<file path="config.mk">
export PLATFORM = sky130hd
export DESIGN_NAME = pipelined_add_sub
export DESIGN_NICKNAME = d
export VERILOG_FILES = /design/src/rtl/pipelined_add_sub.sv
export SDC_FILE = /design/constraint.sdc
export NUM_CORES = 1
export LEC_CHECK = 0
export ABC_AREA = 1
export ABC_CLOCK_PERIOD_IN_PS = 5500
export CAP_MARGIN = 10
export CORE_ASPECT_RATIO = 0.8
export CORE_MARGIN = 2
export CORE_UTILIZATION = 45
export DETAILED_ROUTE_END_ITERATION = 6
export PLACE_DENSITY = 0.69
export SYNTH_ARGS = -nofsm -noshare
export SYNTH_HDL_FRONTEND = slang
export SYNTH_SLANG_ARGS = --single-unit
</file>
<file path="constraint.sdc">
create_clock -name clk -period 5.5 [get_ports clk]
set_input_delay 0.55 -clock clk [delete_from_list [all_inputs] [get_ports clk]]
set_output_delay 0.55 -clock clk [all_outputs]
set_load 0.1 [all_outputs]
</file>
<file path="src/rtl/pipelined_add_sub.sv">
// rtl/pipelined_add_sub.sv - parametrised pipelined adder/subtractor with valid/ready handshakes
module pipelined_add_sub #(
  parameter int WIDTH  = 32,
  parameter int STAGES = 4
) (
  input  logic             clk,
  input  logic             rst,
  input  logic             in_valid,
  output logic             in_ready,
  input  logic [WIDTH-1:0] a,
  input  logic [WIDTH-1:0] b,
  input  logic             cin,
  input  logic             sub,
  output logic             out_valid,
  input  logic             out_ready,
  output logic [WIDTH-1:0] sum,
  output logic             cout,
  output logic             ovf
);

  localparam int SW = WIDTH / STAGES;

  if (WIDTH < 1 || STAGES < 1 || STAGES > WIDTH || (WIDTH % STAGES) != 0) begin : g_param_check
    $error("pipelined_add_sub: illegal WIDTH/STAGES combination");
  end

  // Global enable: the whole pipe freezes while the output beat is refused.
  logic             en;

  // Inputs seen by stage k: index 0 comes from the ports, index k>0 from stage k-1's register.
  logic             st_v [STAGES];
  logic [WIDTH-1:0] st_a [STAGES];
  logic [WIDTH-1:0] st_b [STAGES];
  logic [WIDTH-1:0] st_s [STAGES];
  logic             st_c [STAGES];

  assign en       = ~(out_valid & ~out_ready);
  assign in_ready = en;

  // Subtraction is a + ~b + ~cin, so the borrow-in folds into the initial carry.
  assign st_v[0] = in_valid;
  assign st_a[0] = a;
  assign st_b[0] = sub ? ~b : b;
  assign st_c[0] = sub ? ~cin : cin;
  assign st_s[0] = '0;

  for (genvar k = 0; k < STAGES; k++) begin : g_stage
    logic [SW:0]      slice;
    logic [WIDTH-1:0] nxt_s;

    assign slice = {1'b0, st_a[k][k*SW +: SW]}
                 + {1'b0, st_b[k][k*SW +: SW]}
                 + {{SW{1'b0}}, st_c[k]};

    // Splice this stage's slice into the partial sum handed down the pipe.
    always_comb begin
      nxt_s              = st_s[k];
      nxt_s[k*SW +: SW]  = slice[SW-1:0];
    end

    if (k < STAGES - 1) begin : g_mid
      logic             v_q;
      logic             c_q;
      logic [WIDTH-1:0] a_q;
      logic [WIDTH-1:0] b_q;
      logic [WIDTH-1:0] s_q;

      // Skew register: valid advances with the pipe, payload only loads under a real beat.
      always_ff @(posedge clk or posedge rst) begin
        if (rst) begin
          v_q <= 1'b0;
          c_q <= 1'b0;
          a_q <= '0;
          b_q <= '0;
          s_q <= '0;
        end else if (en) begin
          v_q <= st_v[k];
          if (st_v[k]) begin
            c_q <= slice[SW];
            a_q <= st_a[k];
            b_q <= st_b[k];
            s_q <= nxt_s;
          end
        end
      end

      assign st_v[k+1] = v_q;
      assign st_c[k+1] = c_q;
      assign st_a[k+1] = a_q;
      assign st_b[k+1] = b_q;
      assign st_s[k+1] = s_q;
    end else begin : g_last
      // Result register; carry into the MSB is recovered as sum ^ a ^ bx at bit WIDTH-1.
      always_ff @(posedge clk or posedge rst) begin
        if (rst) begin
          out_valid <= 1'b0;
          sum       <= '0;
          cout      <= 1'b0;
          ovf       <= 1'b0;
        end else if (en) begin
          out_valid <= st_v[k];
          if (st_v[k]) begin
            sum  <= nxt_s;
            cout <= slice[SW];
            ovf  <= nxt_s[WIDTH-1] ^ st_a[k][WIDTH-1] ^ st_b[k][WIDTH-1] ^ slice[SW];
          end
        end
      end
    end
  end

endmodule

</file>
== Word-level counts from Yosys, hierarchy flattened ==
Cells that the tools add are included.

* Add/sub/neg operators: 8
* Muxes and demuxes: 2
* Bitwise logic cells: 8
* Reductions and logical operators: 4

{| class="wikitable"
|+ Operators with widths
! cell !! count
|-
| 8-bit by 8-bit adder with 9-bit output || 4
|-
| 9-bit by 1-bit adder with 9-bit output || 4
|-
| 32-bit two-way mux || 1
|-
| 32-bit inverter || 1
|-
| 2-bit AND reduction || 4
|-
| 1-bit inverter || 3
|-
| 1-bit XOR || 3
|-
| 1-bit bitwise AND || 1
|-
| 1-bit two-way mux || 1
|}

* Bits in registers: 281
* Input bits: 70
* Output and inout port bits: 36
* Logic and storage cells: 41

== Logic depth before layout (Yosys ltp) ==
* Depth in word-level cells: 5
* Mapped depth: 16
* Gate-level depth less buffers: 14

== Worst setup path before layout ==
OpenSTA, ideal clock, no wires.

* Path type: input -> register
* Start: in sub
* End: reg g_stage[0].g_mid.s_q[6]
* Arrival time: 2.375 ns
* Required time: 5.377 ns
* Setup slack: 3.002 ns
* Stages: 16
* Cell sequence: buf_2 > buf_2 > xor2_1 > fa_1 > inv_1 > fa_1 > inv_1 > nand3_1 > nand2_1 > nand2_1 > nand2_1 > nand2_1 > nand2_1 > a21oi_1 > o21ai_0 > nand2_1

* Cells in the longest elaborated chain, start to end: 3
* Elaborated cells between the ends (all ways): 4
* Those cells by class: 2 x add/sub; 2 x mux

{| class="wikitable"
|+ RTL lines
! item !! line !! source
|-
| start, declared || 13 || <nowiki>input logic sub,</nowiki>
|-
| 32-bit two-way mux || 43 || <nowiki>assign st_b[0] = sub ? ~b : b;</nowiki>
|-
| 8-bit by 8-bit adder with 9-bit output || 52 || <nowiki>+ {1'b0, st_b[k][k*SW +: SW]}</nowiki>
|-
| 9-bit by 1-bit adder with 9-bit output * || 53 || <nowiki>+ {{SW{1'b0}}, st_c[k]};</nowiki>
|-
| end signal, assigned || 82 || <nowiki>s_q <= nxt_s;</nowiki>
|-
| end, declared || 66 || <nowiki>logic [WIDTH-1:0] s_q;</nowiki>
|}

Every way passes the cells marked *; elsewhere a longest branch is shown, timed or not.
A chain may end at the register's enable or synchronous reset.

== Final worst setup path ==
* Start: in out_ready
* End: out in_ready

* Cells in the longest elaborated chain, start to end: 3

{| class="wikitable"
|+ RTL lines
! item !! line !! source
|-
| start, declared || 15 || <nowiki>input logic out_ready,</nowiki>
|-
| 1-bit inverter || 37 || <nowiki>assign en = ~(out_valid & ~out_ready);</nowiki>
|-
| 1-bit bitwise AND || 37 ||
|-
| 1-bit inverter (no line) || -- ||
|-
| end, declared || 9 || <nowiki>output logic in_ready,</nowiki>
|}

No other way between the ends.

==> flow_summary.toml <==
[worst_setup_path]
cp_top_family = "buffers and inverters"
required_ns = 4.95
crit_type = "in2out"
path_common_cell = "clkdlybuf4s50_1"
path_buf_inv = 3
crit_fanout = 6
crit_path_start_kind = "input port"
cp-end-kind = "output port"
critical_path.slowest_cell = "clkdlybuf4s50_1"
crit_arrival_ns = 2.47
crit_chain = "clkdlybuf4s50_1, nor2_4, inv_2, clkdlybuf4s50_1"
ff2ff_setup_slack_ns = 2.81
critPathMaxStageDelay_ns = 1.17

[floorplan]
die_y_um = 126.7
die_area_um2 = 19950
io_pins = 106
die_x_um = 157.4
start_util = 0.4636
core-area_um2 = 18280
rows = 44

[cells_and_area]
area_growth_pct = 21.51
utilization = 0.5633
nets = 1168
n_antenna_cell = 0
drive_gt1_frac = 0.04744
n_fill_cell = 1681
fin_area_um2 = 10300

[power]
powerDensity_nw_per_um2 = 607.2
p_leak_nw = 5.157
ir_worst_vdd_uv = 292.8

[timing]
report.final.hold_viol_count = 0
worstMarginPinSlew_ns = 1.065
drv_slew = 0
max_freq_mhz = 331.7
setup_tns_ns = 0
finClkSkew_ns = 0.007896
rsz0062_at_grt = "false"
relSlewSlack = 0.2857
fin_crit_ns = 3.015
fin_crit_sh = 0.5482
setup_viol_count_final = 0

[logic_synthesis]
ys_warn_count = 0
synth-edff-count = 0
ys_seq_area_frac = 0.5464
synth_common_cells = "nand2_1 (420), dfrtp_1 (185), o21ai_0 (80)"
syn_nets = 1080
synthesis.area_um2 = 8473
yosys-top-cells-area = "dfrtp_1 (55%), nand2_1 (19%), o21ai_0 (4.7%), ha_1 (4.1%), inv_1 (3.0%)"
yosysTopAreaCellShare = 0.5464
yosysUniqueCellTypes = 28
yosysTopAreaCell = "dfrtp_1"
synth-async-reset-ratio = 1.000
yosysMostFrequentCell = "nand2_1"
netlist_instances = 974
ys_ff_latch = 185
syn_area_per_cell_um2 = 8.699
ys.flop_type = "dfrtp_1"

[cts]
cts_tree = "done"
cts_hold_buf = 0
ctsResizeCount = 0
clkTransAtPathRegs_ns = 0.06
cts_root_buf = "clkbuf_16"
cts_setup_buffers = 0
cts.sinks = 185
htree_levels = 4
cts_buffer_depth = 2
cts_made_buffers = 17
clk_latency_ns = 0.43

[drt]
vias_per_cell = 4.743
drt_iter0_drc = 466
dr.pass1.iters = 5
wirelength_mm = 17.42
via_count = 6299
drc = 0
ant_nets = 0
wl_per_cell_um = 13.12

[placed_design]
hpwl_mm = 12.04
placed_area_um2 = 9697
routabilityCongestion = 0.8552
portBuffers = 105

[global_route]
antenna_found_initial = 0
track_usage = 0.1886
gr-total-overflow = 0
grt_pass1_wl_mm = 29.48
grt_pass1_vias = 5923
grt_max_degree = 144

[status]
run_status = "completed"

[job]
maxCapViolCount = 0

[hold_path]
min-delay-path-class = "reg2reg"
-- stage by stage --
step	cells	power, mW	hold WS [ns]	setup WS (ns)
after floorplan	974	4.318	0.4417	2.571
after CTS	1328	6.294	0.4742	2.489
final	1328	6.251	0.4691	2.485
after global placement	1296	4.984	0.4568	2.236
after global routing	1328	6.698	0.4886	2.338
after detailed placement	1296	5.043	0.4580	2.214
-- worst min-delay path, cell delays in order, from the launching register on --
cell and delay (ns):
dfrtp_1 0.34, nand2_1 0.05, nand2_1 0.04
-- layer usage --
layer | part of all wire | global-route usage | wire length [um]
met1 | 0.53 | 0.2911 | 9279
met3 | 0.044 | 0.04202 | 766
met2 | 0.41 | 0.2628 | 7139
met5 | 0 | 0 | 0
met4 | 0.014 | 0.05989 | 236
-- path summary, 6_finish.rpt --
kind / start / to / depth (start not counted)
setup / recovery: out_ready / in_ready / 4
hold / removal: sum[12] / sum[12] / 2
setup reg to reg: out_valid / g_stage[1].g_mid.s_q[14] / 8
hold reg to reg: sum[12] / sum[12] / 2
max in group asynchronous: rst / g_stage[2].g_mid.s_q[13] / 3
min in group asynchronous: rst / sum[12] / 2
-- flip-flops by register name, indices dropped and copies added, names as in the netlist --
name               flops
ovf                    1
g_stage.g_mid.b_q     48
g_stage.g_mid.c_q      3
g_stage.g_mid.v_q      3
cout                   1
out_valid              1
sum                   32
g_stage.g_mid.s_q     48
g_stage.g_mid.a_q     48
-- layout make-up --
| cell class | instances | area, um2 | area share |
|---|---|---|---|
| well taps | 253 | 316.6 | 0.03075 |
| inverters | 73 | 277.8 | 0.02698 |
| flip-flops and latches | 185 | 4629 | 0.4496 |
| repair buffers | 109 | 1089 | 0.1057 |
| clock inverters | 10 | 115.1 | 0.01118 |
| multi-input cells | 676 | 3385 | 0.3287 |
| clock buffers | 22 | 484.2 | 0.04703 |
-- where the power goes --
part / switching [mW] / internal [mW]
logic: 1.97 / 0.819
clock network: 0.517 / 0.717
registers: 0.317 / 1.91
total: 2.81 / 3.45
-- placed cells by master, fill, tap and decap left out, types with 2 or more instances in the layout --
cell type and instances:
o21ai_1 5, fa_1 8, a21oi_1 25, inv_2 4, nor2_4 2, nand2_1 420
clkbuf_16 17, nand4_1 6, a31oi_1 6, clkbuf_8 4, xor2_1 11, nor2_2 2
clkinv_2 3, clkinvlp_4 4, xnor2_1 29, clkdlybuf4s50_1 104, dfrtp_1 185, o22ai_1 6
nor2_1 14, bufinv_16 2, o211ai_1 3, ha_1 28, buf_4 3, inv_1 67
nand3_1 23, or2_2 4, o21ai_0 80
-- cell families (layout without fill, tap and decap cells) --
logic type	after synthesis	count (layout)	share of synthesized area
AND/OR/NAND/NOR	474	474	0.2194
flip-flops	185	185	0.5464
AO/OA/AOI/OAI	126	126	0.07753
buffers and inverters	113	214	0.05508
XOR/XNOR	40	40	0.04135
adder cells (fa/ha/maj)	36	36	0.06025
Power figures use the tool's default switching activity.
